**src/rtl/uart_rx_8n1_pkg.sv**
```systemverilog
// Shared UART definitions: state encodings, frame width and default bit timing.
// Kept in a package so the transmitter can import the same constants.
package uart_rx_8n1_pkg;

  localparam int unsigned UART_DATA_BITS       = 8;
  localparam int unsigned CLKS_PER_BIT_DEFAULT = 16;

  typedef enum logic [2:0] {
    ST_IDLE  = 3'd0,
    ST_START = 3'd1,
    ST_DATA  = 3'd2,
    ST_STOP  = 3'd3,
    ST_BREAK = 3'd4
  } uart_state_e;

endpackage

```
**src/rtl/uart_sync2.sv**
```systemverilog
// Two-flop synchronizer for an asynchronous single-bit input.
// RST_VAL sets the level both flops take on reset (idle line level).
module uart_sync2 #(
  parameter logic RST_VAL = 1'b1
) (
  input  logic clk,
  input  logic rst,
  input  logic d,
  output logic q
);

  logic meta;

  always_ff @(posedge clk) begin
    if (rst) begin
      meta <= RST_VAL;
      q    <= RST_VAL;
    end else begin
      meta <= d;
      q    <= meta;
    end
  end

endmodule

```
**src/rtl/uart_rx_8n1.sv**
```systemverilog
// 8N1 UART receiver: oversampled mid-bit sampling, glitch-rejecting start,
// framing-error detection and break hold-off until the line returns high.
module uart_rx_8n1
  import uart_rx_8n1_pkg::*;
#(
  parameter int unsigned CLKS_PER_BIT = CLKS_PER_BIT_DEFAULT
) (
  input  logic                      clk,
  input  logic                      rst,
  input  logic                      rx,
  output logic [UART_DATA_BITS-1:0] rxbyte,
  output logic                      rxdone,
  output logic                      rxerror,
  output logic                      busy
);

  localparam int unsigned HALF_BIT = CLKS_PER_BIT / 2;
  localparam int unsigned CNT_W    = $clog2(CLKS_PER_BIT);
  localparam logic [CNT_W-1:0] CNT_LAST  = CNT_W'(CLKS_PER_BIT - 1);
  localparam logic [CNT_W-1:0] HALF_LAST = CNT_W'(HALF_BIT - 1);
  localparam logic [2:0]       BIT_LAST  = 3'(UART_DATA_BITS - 1);

  logic rx_s;

  uart_state_e               state_q, state_d;
  logic [CNT_W-1:0]          clk_cnt_q, clk_cnt_d;
  logic [2:0]                bit_cnt_q, bit_cnt_d;
  logic [UART_DATA_BITS-1:0] shift_q, shift_d;
  logic [UART_DATA_BITS-1:0] rxbyte_d;
  logic                      rxdone_d, rxerror_d, busy_d;

  uart_sync2 #(.RST_VAL(1'b1)) u_sync (
    .clk (clk),
    .rst (rst),
    .d   (rx),
    .q   (rx_s)
  );

  always_ff @(posedge clk) begin
    if (rst) begin
      state_q   <= ST_IDLE;
      clk_cnt_q <= '0;
      bit_cnt_q <= '0;
      shift_q   <= '0;
      rxbyte    <= '0;
      rxdone    <= 1'b0;
      rxerror   <= 1'b0;
      busy      <= 1'b0;
    end else begin
      state_q   <= state_d;
      clk_cnt_q <= clk_cnt_d;
      bit_cnt_q <= bit_cnt_d;
      shift_q   <= shift_d;
      rxbyte    <= rxbyte_d;
      rxdone    <= rxdone_d;
      rxerror   <= rxerror_d;
      busy      <= busy_d;
    end
  end

  // Counters run from the cycle after each decision point, so a count of
  // HALF_LAST / CNT_LAST lands exactly on the mid-bit sample cycle.
  always_comb begin
    state_d   = state_q;
    clk_cnt_d = clk_cnt_q;
    bit_cnt_d = bit_cnt_q;
    shift_d   = shift_q;
    rxbyte_d  = rxbyte;
    rxdone_d  = 1'b0;
    rxerror_d = 1'b0;

    case (state_q)
      ST_IDLE: begin
        if (!rx_s) begin
          state_d   = ST_START;
          clk_cnt_d = '0;
        end
      end
      ST_START: begin
        if (clk_cnt_q == HALF_LAST) begin
          clk_cnt_d = '0;
          bit_cnt_d = '0;
          state_d   = rx_s ? ST_IDLE : ST_DATA;
        end else begin
          clk_cnt_d = clk_cnt_q + CNT_W'(1);
        end
      end
      ST_DATA: begin
        if (clk_cnt_q == CNT_LAST) begin
          clk_cnt_d = '0;
          shift_d   = {rx_s, shift_q[UART_DATA_BITS-1:1]};
          if (bit_cnt_q == BIT_LAST) begin
            bit_cnt_d = '0;
            state_d   = ST_STOP;
          end else begin
            bit_cnt_d = bit_cnt_q + 3'(1);
          end
        end else begin
          clk_cnt_d = clk_cnt_q + CNT_W'(1);
        end
      end
      ST_STOP: begin
        if (clk_cnt_q == CNT_LAST) begin
          clk_cnt_d = '0;
          if (rx_s) begin
            rxbyte_d = shift_q;
            rxdone_d = 1'b1;
            state_d  = ST_IDLE;
          end else begin
            rxerror_d = 1'b1;
            state_d   = ST_BREAK;
          end
        end else begin
          clk_cnt_d = clk_cnt_q + CNT_W'(1);
        end
      end
      ST_BREAK: begin
        if (rx_s) state_d = ST_IDLE;
      end
      default: state_d = ST_IDLE;
    endcase

    busy_d = (state_d != ST_IDLE);
  end

endmodule

```
**config.mk**
```make
export PLATFORM = sky130hd
export DESIGN_NAME = uart_rx_8n1
export DESIGN_NICKNAME = d
export VERILOG_FILES = /design/src/rtl/uart_rx_8n1_pkg.sv /design/src/rtl/uart_sync2.sv /design/src/rtl/uart_rx_8n1.sv
export SDC_FILE = /design/constraint.sdc
export NUM_CORES = 1
export LEC_CHECK = 0
export ABC_AREA = 1
export CAP_MARGIN = 20
export CORE_MARGIN = 1.5
export CORE_UTILIZATION = 45
export CTS_CLUSTER_DIAMETER = 120
export CTS_CLUSTER_SIZE = 14
export DETAILED_ROUTE_END_ITERATION = 6
export GPL_TIMING_DRIVEN = 0
export HOLD_SLACK_MARGIN = 0.08
export PLACE_DENSITY = 0.63
export SLEW_MARGIN = 30
export SYNTH_ARGS = -nofsm -noshare
export SYNTH_HDL_FRONTEND = slang
export SYNTH_SLANG_ARGS = --single-unit
export TNS_END_PERCENT = 20
```
**constraint.sdc**
```tcl
create_clock -name clk -period 3.3 [get_ports clk]
set_clock_uncertainty 0.15 [all_clocks]
set_input_delay 0.33 -clock clk [delete_from_list [all_inputs] [get_ports clk]]
set_output_delay 0.33 -clock clk [all_outputs]
set_load 0.005 [all_outputs]
```
Word level (Yosys, flattened, before mapping)
Cells that the tools add are included.
{"block": "op_classes", "add_sub_neg": 2, "div": 0, "multipliers": 0, "n_eq_ne": 10, "n_mux": 19, "reduce_logical": 10, "shifts": 0, "bitwise_logic": 2, "n_lt_le_gt_ge": 0}
{"cell": "two-way mux 3 bit", "count": 10}
{"cell": "one-hot mux 3 bit (5 select lines)", "count": 1}
{"cell": "two-way mux 4 bit", "count": 3}
{"cell": "one-hot mux 4 bit (3 select lines)", "count": 1}
{"cell": "== test 3 x 2 -> 1 bit (second input constant)", "count": 2}
{"cell": "== test 3 bit (second input constant)", "count": 2}
{"cell": "!= test 2 bit (second input constant)", "count": 3}
{"cell": "one-hot mux 3 bit (2 select lines)", "count": 1}
{"cell": "AND reduction 3 bit", "count": 2}
{"cell": "nonzero test 3 bit", "count": 2}
{"cell": "adder 4 x 1 -> 4 bit (second input constant)", "count": 1}
{"cell": "== test 4 x 3 -> 1 bit (second input constant)", "count": 1}
{"cell": "== test 4 bit (second input constant)", "count": 1}
{"cell": "AND reduction 2 bit", "count": 2}
{"cell": "adder 3 x 1 -> 3 bit (second input constant)", "count": 1}
{"cell": "== test 3 x 1 -> 1 bit (second input constant)", "count": 1}
{"cell": "logical NOT 3 bit", "count": 1}
{"cell": "OR reduction 3 bit", "count": 1}
{"cell": "two-way mux 1 bit", "count": 2}
{"cell": "two-way mux 2 bit", "count": 1}
{"cell": "NOT 1 bit", "count": 2}
{"cell": "nonzero test 2 bit", "count": 1}
{"cell": "OR reduction 2 bit", "count": 1}
{"block": "word_totals", "out_inout_bits": 11, "mem_bits_ro": 0, "elab_cells": 53, "reg_bits": 31, "memories": 0, "ram_bits": 0, "latch_bits": 0, "input_bits": 3}

Depth between registers and ports, before layout
Gate-level depths: netlist of run 1.
{"block": "logic_depth", "word_depth": 5, "ltp_mapped": 10, "mapped_depth_nobuf": 10}

Modules after synthesis
A second synthesis of run 1 with hierarchy kept.
{"block": "hier_totals", "cells_unflattened": 189, "hier_area_um2": 1337.5}
{"mod": "uart_rx_8n1", "cells_each": 182, "instances": 1, "area_each_um2": 1278.7, "seq_area_each_um2": 580.6}
{"mod": "uart_sync2", "cells_each": 7, "instances": 1, "area_each_um2": 58.8, "seq_area_each_um2": 40.0}

Worst setup path before layout of run 1
Ideal clock, no wire load.
{"block": "synth_timing", "path_type": "register to register", "from": "register clk_cnt_q[0]", "to": "register rxbyte[4]", "path_slack_ns": 1.867, "setup_time_ns": 0.116, "stages_incl_launch_ff": 8, "t_arrival_ns": 1.167, "path_buffers": 1, "synth_period_minus_slack_ns": 1.433, "t_required_ns": 3.034, "path_cell_list": "dfxtp_1 ha_1 nand3_4 inv_4 nand3_4 buf_6 o21ai_2 a21oi_1"}
{"block": "synth_between", "elab_chain_len": 2}
{"element": "start, declared", "line_no": "uart_rx_8n1.sv:26", "rtl": "logic [CNT_W-1:0] clk_cnt_q, clk_cnt_d;"}
{"element": "start signal, assigned", "line_no": "uart_rx_8n1.sv:51", "rtl": "clk_cnt_q <= clk_cnt_d;"}
{"element": "== test 4 bit", "line_no": "uart_rx_8n1.sv:103", "rtl": "if (clk_cnt_q == CNT_LAST) begin"}
{"element": "AND reduction 3 bit (no line)"}
{"element": "end signal, assigned", "line_no": "uart_rx_8n1.sv:54", "rtl": "rxbyte <= rxbyte_d;"}
{"element": "end, declared", "line_no": "uart_rx_8n1.sv:11", "rtl": "output logic [UART_DATA_BITS-1:0] rxbyte,"}
No other way between the ends.
A chain may end at the register's enable or synchronous reset.

Final worst setup path of run 1
{"block": "layout_timing", "from": "register rxbyte[7]", "to": "output rxbyte[7]"}
No word-level cell between the ends.

==> flow_results.org, run 1 <==
** GRT
- Global routing consumed, over all layers together, ~17% of the routing resources.
- Number of global-route vias before repair :: around 1,000
- The number of antenna violations at the first check in global routing is 0.
- Wire length of the first global-routing pass :: 4347 um
- Entering global routing, the biggest net connects 11 pins.
- Global routing finished with a remaining overflow of 0.

** Clock tree
- Buffer type at the clock tree root :: sky130_fd_sc_hd__clkbuf_4
- The number of hold buffers added after CTS was 0.
- Number of buffers created by CTS :: 5
- Clk slew on worst S/H paths :: 0.10 ns
- The H-tree was split into 2 levels.
- TritonCTS built the clock tree.
- TritonCTS Sinks :: 31
- Buffers added to address setup during post-CTS repair amount to 0.
- Maximum count of clock buffers along a single path :: 2
- Cells resized by post-CTS repair :: 0
- Insertion delay to the later sink of the worst-skew pair :: 0.33 ns

** Detailed routing
- For this block, the initial DRC count from the detailed router was 29.
- After detailed routing, the number of remaining DRC violations is 0.
- Before antenna repair, the detailed router went through 6 iterations.
- Drt wl/cell :: 10.53 um
- Via total after detailed routing :: 1,129
- Via density per instance :: between 4 and 5
- Once detail routing completed, the nets flagged for antenna violations numbered 0.
- For this block, the routed nets add up to 2390 um of wire.

** Worst setup path
- Top Family by Delay on Critical Path :: buffers and inverters
- In this design, the stage delay of the slowest critical-path cell is approximately 0.51 ns.
- The slowest stage of the critical path belongs to the cell sky130_fd_sc_hd__clkdlybuf4s50_1.
- Ordered cell list for the critical path :: clkdlybuf4s50_1
- Data arrives at the worst endpoint at 1.18 ns.
- Maximum fanout along the worst path :: 2
- The worst setup path is launched from a flop.
- For the worst setup path, the data required time is 2.82 ns.
- STA classifies the critical path endpoint as a primary output.
- Kind of critical path :: flop to primary output
- Worst path buffer plus inverter count :: 1

** Placed design
- During placement, the flow inserted port buffers numbering 13.
- HPWL after detailed placement :: 1781 um
- Final estimated routing congestion in global placement :: between 0.9 and 1

** STA
- Setup repair after global routing left no endpoint under its margin.
- The number of hold-slack violations in the final timing report is 0.
- Of the available clock period, the critical path in the final layout requires 50.27%.
- In this run the tightest slew margin relative to its limit is 71.13%.
- Peak Freq :: ~0.6 GHz
- Final critical-path required period :: around 1.7 ns
- The max-slew violation count was 0.
- Setup violations remaining at the end of the flow were counted as 0.
- Final hold analysis gives a worst-case slack of between 0.2 and 0.3 ns.
- Summed over all failing endpoints, the final setup total negative slack is 0 ns.
- Slew of the pin with the lowest slew margin :: 0.4330 ns

** Floorplan
- For this configuration, the core starts out at a cell density of about half.
- Die height :: 58.05 um
- Die Wd :: 58.05 um
- The die covers 0.003370 mm^2.
- After floorplanning, the core was sized to cover 0.002805 mm^2.
- The floorplan has 19 rows.
- For this design the top-level I/O count stands at 14.

** Flow run
- Number of max-cap violations :: 0

** Cells and area
- In the final design database the tool counted 201 nets.
- Sequential cell area :: 620.6 um^2
- In the final layout, the multi-input gates occupy about 640 um^2.
- Counting the fill cells in the layout gives 273.
- Share of layout cells above drive strength 1 :: 13.27%
- The number of antenna diodes in the final layout is 0.
- The top cell types in the final layout, fill and taps aside, are 31 x sky130_fd_sc_hd__nand2_1, 31 x sky130_fd_sc_hd__dfxtp_1, 29 x sky130_fd_sc_hd__nor2_1.
- Area growth from synthesis to final layout :: 18.72%

** Logic synthesis
- For this run, the register share of the synthesized area comes to a little under half.
- After synthesis the netlist holds a flip-flop and latch count of 31.
- Predominant post-synthesis flop cell :: sky130_fd_sc_hd__dfxtp_1
- Synth warnings :: 0
- Post-synth ARST share :: 0%
- Cell variety after synth :: 26
- Post-synthesis cell area :: 0.001364 mm^2
- Synthesis produced a netlist with a net count of 181.
- Averaged over all synthesized cells, the footprint is 7.793 um^2.
- Count of mapped cells out of synthesis :: 175
- Number of enable-type register cells in the synthesized netlist :: 0

** Worst hold path
- In this run the worst hold path is classified as flop to flop.

** Power and ir drop
- IR analysis of the VDD net gives a maximum drop of between 0.2 and 0.3 mV.
- Power per unit of standard cell area :: about 440 mW/mm^2
- For this design the static power due to leakage is between 0.0006 and 0.0007 uW.
- Total design power :: around 720 uW

** Status
- Status :: completed
## cell type report
| cell class | instances | share of cell area (%) |
|---|---|---|
| multi-input combinational | 120 | 39.26 |
| sequential | 31 | 38.33 |
| timing repair buffer | 13 | 8.037 |
| inverter | 20 | 4.791 |
| clock buffer | 6 | 3.168 |
| tap | 31 | 2.396 |
| clock inverter | 2 | 2.164 |
| buffer | 4 | 1.855 |
## final timing paths
| kind | start | endpoint | slack (ns) | cells past startpoint |
|---|---|---|---|---|
| setup reg to reg | clk_cnt_q[0] | clk_cnt_q[3] | 1.74 | 8 |
| setup / recovery | rxbyte[7] | rxbyte[7] | 1.64 | 1 |
| hold / removal | u_sync.meta | u_sync.q | 0.27 | 1 |
| hold reg to reg | u_sync.meta | u_sync.q | 0.27 | 1 |
## logic make-up after synthesis
logic type | Yosys count | synth area share, %
fa+ha+maj | 3 | 2.753
flops | 31 | 45.50
simple gates | 81 | 30.18
buf+inv | 24 | 7.890
compound gates | 36 | 13.67
## flip-flops by register name (all words and copies together) (netlist names), 3 cells and up
register   count
state_q        3
shift_q        8
bit_cnt_q      3
clk_cnt_q      4
rxbyte         8
## cell usage after synthesis, types with 2 or more instances
cell,n,share of area [%]
sky130_fd_sc_hd__dfxtp_1,31,46
sky130_fd_sc_hd__nand2_1,31,8.5
sky130_fd_sc_hd__nor2_1,29,8.0
sky130_fd_sc_hd__o21ai_0,18,6.6
sky130_fd_sc_hd__inv_1,17,4.7
sky130_fd_sc_hd__a21oi_1,13,4.8
sky130_fd_sc_hd__nand3_1,5,1.8
sky130_fd_sc_hd__ha_1,3,2.8
sky130_fd_sc_hd__nor2_4,3,2.5
sky130_fd_sc_hd__o21ai_1,3,1.1
sky130_fd_sc_hd__buf_6,2,1.7
sky130_fd_sc_hd__clkbuf_1,2,0.55
sky130_fd_sc_hd__inv_2,2,0.55
sky130_fd_sc_hd__nand2_4,2,1.7
sky130_fd_sc_hd__nand3_4,2,2.6
sky130_fd_sc_hd__or2_2,2,0.92
## per-layer routing
layer / track usage [%] / vias to the layer above / share of wire, % / wire length (um)
met4: 7.309 / 0 / 2.0 / 47
met1: 21.17 / 506 / 50 / 1192
met3: 6.027 / 5 / 4.1 / 97
li1: - / 601 / - / -
met2: 26.79 / 17 / 44 / 1053
met5: 0 / - / 0 / 0
## report_power, final
group | total [uW] | switching, uW | leakage, uW | internal, uW
clock | 310 | 131 | 0.0000482 | 179
sequential | 380 | 3.01 | 0.000250 | 377
combinational | 28.8 | 17.8 | 0.000369 | 11.0
total | 719 | 152 | 0.000668 | 567
## stage by stage
step           std cells  utilization (%)  worst slack [ns]  instance area [um^2]
2_1_floorplan        175                -             1.867                  1364
3_3_place_gp         219            54.64             1.362                  1533
3_5_place_dp         219            54.64             1.347                  1533
4_1_cts              227            57.72             1.621                  1619
5_1_grt              227            57.72             1.501                  1619
6_report             227            57.72             1.641                  1619
No activity file was read; power rests on OpenSTA's default activity.
==> run 2: changes to the inputs <==
- clock period: 3.3 -> 1.7 ns (I/O delays scaled with it)
==> flow_results.org, run 2 (synthesis gave the netlist of run 1 again) <==
** Placed design
- Routability-driven placement finished with a final weighted congestion of approximately 0.92.
- HPWL after detailed placement :: 1781 um
- After detailed placement, the total cell area comes to 0.001533 mm^2.
- IO buf count :: 13

** STA
- Setup violations remaining at the end of the flow were counted as 0.
- Final count of hold timing violations :: 0
- Worst slack on hold paths :: 0.2674 ns
- At the pin with the least slew margin, the transition time is between 0.4 and 0.5 ns.
- The max-slew violation count was 0.
- Relative max-transition margin :: 70.38%
- Setup repair after global routing missed its margin :: no
- Derived from the worst setup path, the maximum achievable clock frequency is about 0.65 GHz.
- Final critical-path required period :: 1.535 ns
- In the finished design, the share of the clock period the worst path needs comes to between 90% and 100%.

** Detailed routing
- For this run, design rule violations remaining after detail routing come to 0.
- Drt wl/cell :: 10.68 um
- After detailed routing, the met3 layer carries a little under 90 um of wire.
- Routed met1 length :: 1205 um
- Via total after detailed routing :: approximately 1,100
- Final WL :: around 2400 um
- In this run the remaining antenna-violating nets after routing total 0.
- Number of optimization iterations in the first detailed-route pass :: 6
- For this block, the initial DRC count from the detailed router was 26.
- Wire segments on met2 add up to 1081 um in the final route.
- Highest metal used :: met4
- Via density per instance :: around 5

** Worst setup path
- Counting both buffers and inverters, the worst setup path holds a total of 2.
- The setup path with the least slack is of type flop to flop.
- Crit-path most repeated cell :: sky130_fd_sc_hd__nand3_4
- Max incr delay on CP :: approximately 0.37 ns
- Ordered cell list for the critical path :: ha_2 -> nand3_4 -> inv_4 -> nand3_4 -> buf_6 -> o21ai_2 -> a21oi_1
- For this design, the slowest cell found on the critical path is sky130_fd_sc_hd__dfxtp_1.
- Among cell families on the critical path, the largest total delay comes from flip-flops.
- Critical path launch point type :: flop
- Required time of the worst setup path :: 1.78 ns
- CP endpoint kind :: flop
- STA puts the critical path data arrival time at 1.62 ns.
- Maximum fanout along the worst path :: 10

** Cells and area
- The area growth from synthesis to layout is 19.08%.
- Leaving out fill and tap cells, the most frequent cells in the layout are 31 x sky130_fd_sc_hd__nand2_1, 31 x sky130_fd_sc_hd__dfxtp_1, 28 x sky130_fd_sc_hd__nor2_1.
- Final Net Count :: 201
- Once layout is done, the placed cells without fillers occupy 0.001624 mm^2.
- In the final layout, the share of cells above drive strength 1 is 14.29%.
- The repair_antennas step left the layout with diodes totalling 0.
- Largest regs :: rxbyte (8), shift_q (8), clk_cnt_q (4)

** GRT
- Largest net degree at the start of global routing :: 11
- Residual overflow from global routing :: 0
- The first global-routing pass estimated 4347 um of wire.
- The number of antenna violations at the first check in global routing came to 0.
- Total track usage :: 17.05%
- The via count of the first global-routing pass came to 1,021.

** Power and ir drop
- Peak supply drop :: 0.5019 mV
- In this run the power density over the cells is between 800 and 900 mW/mm^2.
- Leak pwr :: between 0.0006 and 0.0007 uW
- Total design power :: 1395 uW

** Floorplan
- Area of the core region :: roughly 0.0028 mm^2
- Once the floorplan was initialized, standard cells occupied between 40% and 50% of the core.
- The die is 58.05 um wide.
- 14 I/O pins were placed.
- Die height :: 58.05 um
- In this run the core area contains 19 standard-cell rows.
- Die outline area :: between 0.003 and 0.004 mm^2

** Clock tree
- Counting the buffers created by CTS gives 5.
- TritonCTS clock tree :: yes
- H-tree depth reported by CTS :: 2
- At the later pin of the worst-skew pair, clock insertion delay measures about 0.33 ns.
- Buffer type at the clock tree root :: sky130_fd_sc_hd__clkbuf_4
- TritonCTS Sinks :: 31
- Clock-pin slew was measured on the worst setup and hold paths at around 0.10 ns.
- Maximum count of clock buffers along a single path :: 2
- Post-CTS setup buffer count :: 0

** Flow run
- Number of max-cap violations :: 0

** Status
- The flow ran to the end, and the final reports show no timing, DRC or antenna violations.

** Worst hold path
- The min-delay analysis places its worst path in the category flop to flop.
## run 2: cell count changes in the layout (fill, tap and decap cells not counted)
cell,before,now
sky130_fd_sc_hd__ha_2,0,1
sky130_fd_sc_hd__nor2_1,29,28
sky130_fd_sc_hd__nor2_2,0,1
sky130_fd_sc_hd__ha_1,3,2
## run 2: per-stage QoR
| step | TNS (ns) | worst slack [ns] | cells | utilization [%] |
|---|---|---|---|---|
| global placement | -0.6389 | -0.07814 | 219 | 54.64 |
| finish | 0 | 0.1645 | 227 | 57.89 |
| CTS | 0 | 0.1181 | 227 | 57.72 |
| global route | 0 | 0.03405 | 227 | 57.89 |
| floorplan | 0 | 0.2669 | 175 | - |
| detailed placement | -0.9021 | -0.09268 | 219 | 54.64 |
## run 2: timing repair
item	4_1_cts	5_1_grt
hold buffers	0	0
gates resized for setup	0	2
setup endpoints to repair	0	6
## run 2: metal layers
| layer | up-vias | global-route usage, % |
|---|---|---|
| met4 | 0 | 7.309 |
| li1 | 603 | - |
| met1 | 514 | 21.17 |
| met3 | 5 | 6.027 |
| met2 | 15 | 26.79 |
| met5 | - | 0 |
## run 2: worst paths after layout
path                            slack (ns)         start  cells past startpoint         to
worst max-delay path                  0.16  clk_cnt_q[0]                      7  rxbyte[4]
worst max register to register        0.16  clk_cnt_q[0]                      7  rxbyte[4]
worst min-delay path                  0.27   u_sync.meta                      1   u_sync.q
worst min register to register        0.27   u_sync.meta                      1   u_sync.q
## run 2: worst register-to-register path, delay by kind of cell (launching register included)
family / cells / cell delay, ns
flip-flops: 1 / 0.37
AO/OA/AOI/OAI: 2 / 0.14
buffers and inverters: 2 / 0.29
AND/OR/NAND/NOR: 2 / 0.25
adder cells (fa/ha/maj): 1 / 0.24
## run 2: cell type report
class	instances	area, um^2
Clock buffer	6	51.30
Clock inverter	2	35.03
Sequential cell	31	620.6
Fill cell	272	1181
Timing Repair Buffer	13	130.1
Buffer	4	30.03
Inverter	20	77.57
Multi-Input combinational cell	120	640.6
Tap cell	31	38.79
## run 2: power by group
part           internal, uW  switching (uW)
sequential              732            6.17
clock                   347             253
combinational          21.4            35.0
total                  1100             294
==> patch (settings of run 2) <==
Put one more register stage on the output `rxdone`, with the module's reset. The value now appears one clock later. The other outputs are not delayed to match.
--- a/src/rtl/uart_rx_8n1.sv
+++ b/src/rtl/uart_rx_8n1.sv
@@ -19,6 +19,8 @@
   localparam logic [CNT_W-1:0] CNT_LAST  = CNT_W'(CLKS_PER_BIT - 1);
   localparam logic [CNT_W-1:0] HALF_LAST = CNT_W'(HALF_BIT - 1);
   localparam logic [2:0]       BIT_LAST  = 3'(UART_DATA_BITS - 1);
+
+  logic rxdone_s0;
 
   logic rx_s;
 
@@ -43,7 +45,7 @@
       bit_cnt_q <= '0;
       shift_q   <= '0;
       rxbyte    <= '0;
-      rxdone    <= 1'b0;
+      rxdone_s0 <= 1'b0;
       rxerror   <= 1'b0;
       busy      <= 1'b0;
     end else begin
@@ -52,7 +54,7 @@
       bit_cnt_q <= bit_cnt_d;
       shift_q   <= shift_d;
       rxbyte    <= rxbyte_d;
-      rxdone    <= rxdone_d;
+      rxdone_s0 <= rxdone_d;
       rxerror   <= rxerror_d;
       busy      <= busy_d;
     end
@@ -123,5 +125,13 @@
     busy_d = (state_d != ST_IDLE);
   end
 
+  always_ff @(posedge clk) begin
+    if (rst) begin
+      rxdone <= '0;
+    end else begin
+      rxdone <= rxdone_s0;
+    end
+  end
+
 endmodule
 
Behaviour: same outputs for any inputs over 10 cycles, from zero or initial values and one cycle with rst high; that may be too few to reach the edited logic, so the function may still have changed.
==> patch against run 2 <==
  * Synthesized cell count unchanged
  * Worst setup slack worse by 20 ps
  * Cell count is the same
  * Design area decreased by 0.54%
  * First-iteration DRC count is 3.8% lower
  * Routed wire length is 5.7% higher
  * Worst hold slack worse by 22 ps
  * Area after synthesis increased by 1.1%
  * Sequential cell count grew 1
  * Total power fell by 9.0%
  * Clock power down 24%
  * Critical path type unchanged
  * Largest cell class is now sequential cells
  * Largest power group unchanged
  * Highest routed layer unchanged
==> patch: results (changes against run 2) <==
[route]
met2_length_mm=1.21  ; was 1.08 mm
route.vias.total=1148  ; was 1137
drtIter0Drc=25  ; was 26
met1_length_mm=1.17  ; was 1.21 mm
wl_met3_microns=135  ; was 88 microns
wl_mm=2.56  ; was 2.42 mm

[cells_and_area]
inv_count=21  ; was 20
final_core_util_pct=57.1  ; was 57.9%
nonClkBufAreaFrac_pct=9.91  ; was 9.86%
nets=201  ; unchanged
nFillCells=299  ; was 272
seq_cells=32  ; was 31
multi_input_area_share_pct=39.2  ; was 39.4%
seqCellArea_sq_um=642  ; was 621 sq um
drive_gt1_share_pct=14.8  ; was 14.3%
reg_top3=rxbyte (8), shift_q (8), clk_cnt_q (4)  ; unchanged
final-clk-cell-share_pct=3.80  ; was 5.32%
stdcell_count=227  ; unchanged

[worst_setup_path]
crit_arrival_ps=1640  ; was 1620 ps
crit_start=clk_cnt_q[1]  ; was clk_cnt_q[0]

[grt]
track_usage_pct=17.9  ; was 17.1%
met3_usage_pct=6.37  ; was 6.03%
grt_pass1_wl_mm=4.53  ; was 4.35 mm
antenna_found_initial=0  ; unchanged
grt_util_met1_pct=19.2  ; was 21.2%
grt_use_met2_pct=31.5  ; was 26.8%

[synthesis]
ys_seq_area_share_pct=46.5  ; was 45.5%
synthTopCellsByCount=dfxtp_1, nand2_1, nor2_1, inv_1, o21ai_0  ; was dfxtp_1, nand2_1, nor2_1, o21ai_0, inv_1
syn_area_per_cell_sq_um=7.88  ; was 7.79 sq um
synth_area_leaders=dfxtp_1, nand2_1, nor2_1  ; unchanged

[power_and_ir_drop]
vdd_drop_max_mv=0.506  ; was 0.502 mV
clockPowerShare_pct=35.8  ; was 43.0%
switchingPower_uw=297  ; was 294 uW
seqPwrFrac_pct=60.1  ; was 52.9%
power.leakage_nw=0.645  ; was 0.665 nW
p_comb_uw=52.2  ; was 56.4 uW

[sta]
whs_ps=246  ; was 267 ps

[placement]
dpl_cell_area_sq_mm=0.00155  ; was 0.00153 sq mm
dp_hpwl_mm=1.95  ; was 1.78 mm
place_ws_ps=63.3  ; was -92.7 ps
gp_congestion=0.831  ; was 0.922

[clock_tree]
htreeDepth=2  ; unchanged

[hold_path]
min-delay-path-class=input port to register  ; was register to register

[status]
outcome=finished, final reports clean  ; unchanged

[patch: cell types whose count changed after synthesis, sizes merged, moves of 3 or more]
cell	change
o21ai	-3
nor2	-3
nand2	-3
nand3	+3
[patch: how the worst min path moves through the flow]
| stage | to | cells after the start | start |
|---|---|---|---|
| after detailed placement | rxdone | 2 | rxdone_s0 |
| after global placement | u_sync.q | 1 | u_sync.meta |
| after CTS | u_sync.meta | 2 | rx |
| after global routing | u_sync.meta | 2 | rx |
| after floorplan | u_sync.meta | 1 | rx |
| final | u_sync.meta | 2 | rx |
[patch: kinds of logic after synthesis]
| logic type | share of synthesized area [%] |
|---|---|
| AND/OR/NAND/NOR | 28.5 |
| flip-flops | 46.5 |
| buffers and inverters | 7.99 |
| XOR/XNOR | 1.27 |
| AO/OA/AOI/OAI | 13.1 |
| adder cells (fa/ha/maj) | 2.72 |
[patch: what timing repair did]
item                                    in CTS  in global routing
endpoints found under the setup margin       0                 12
gates resized for setup                      0                  3
hold endpoints to repair                     0                  0
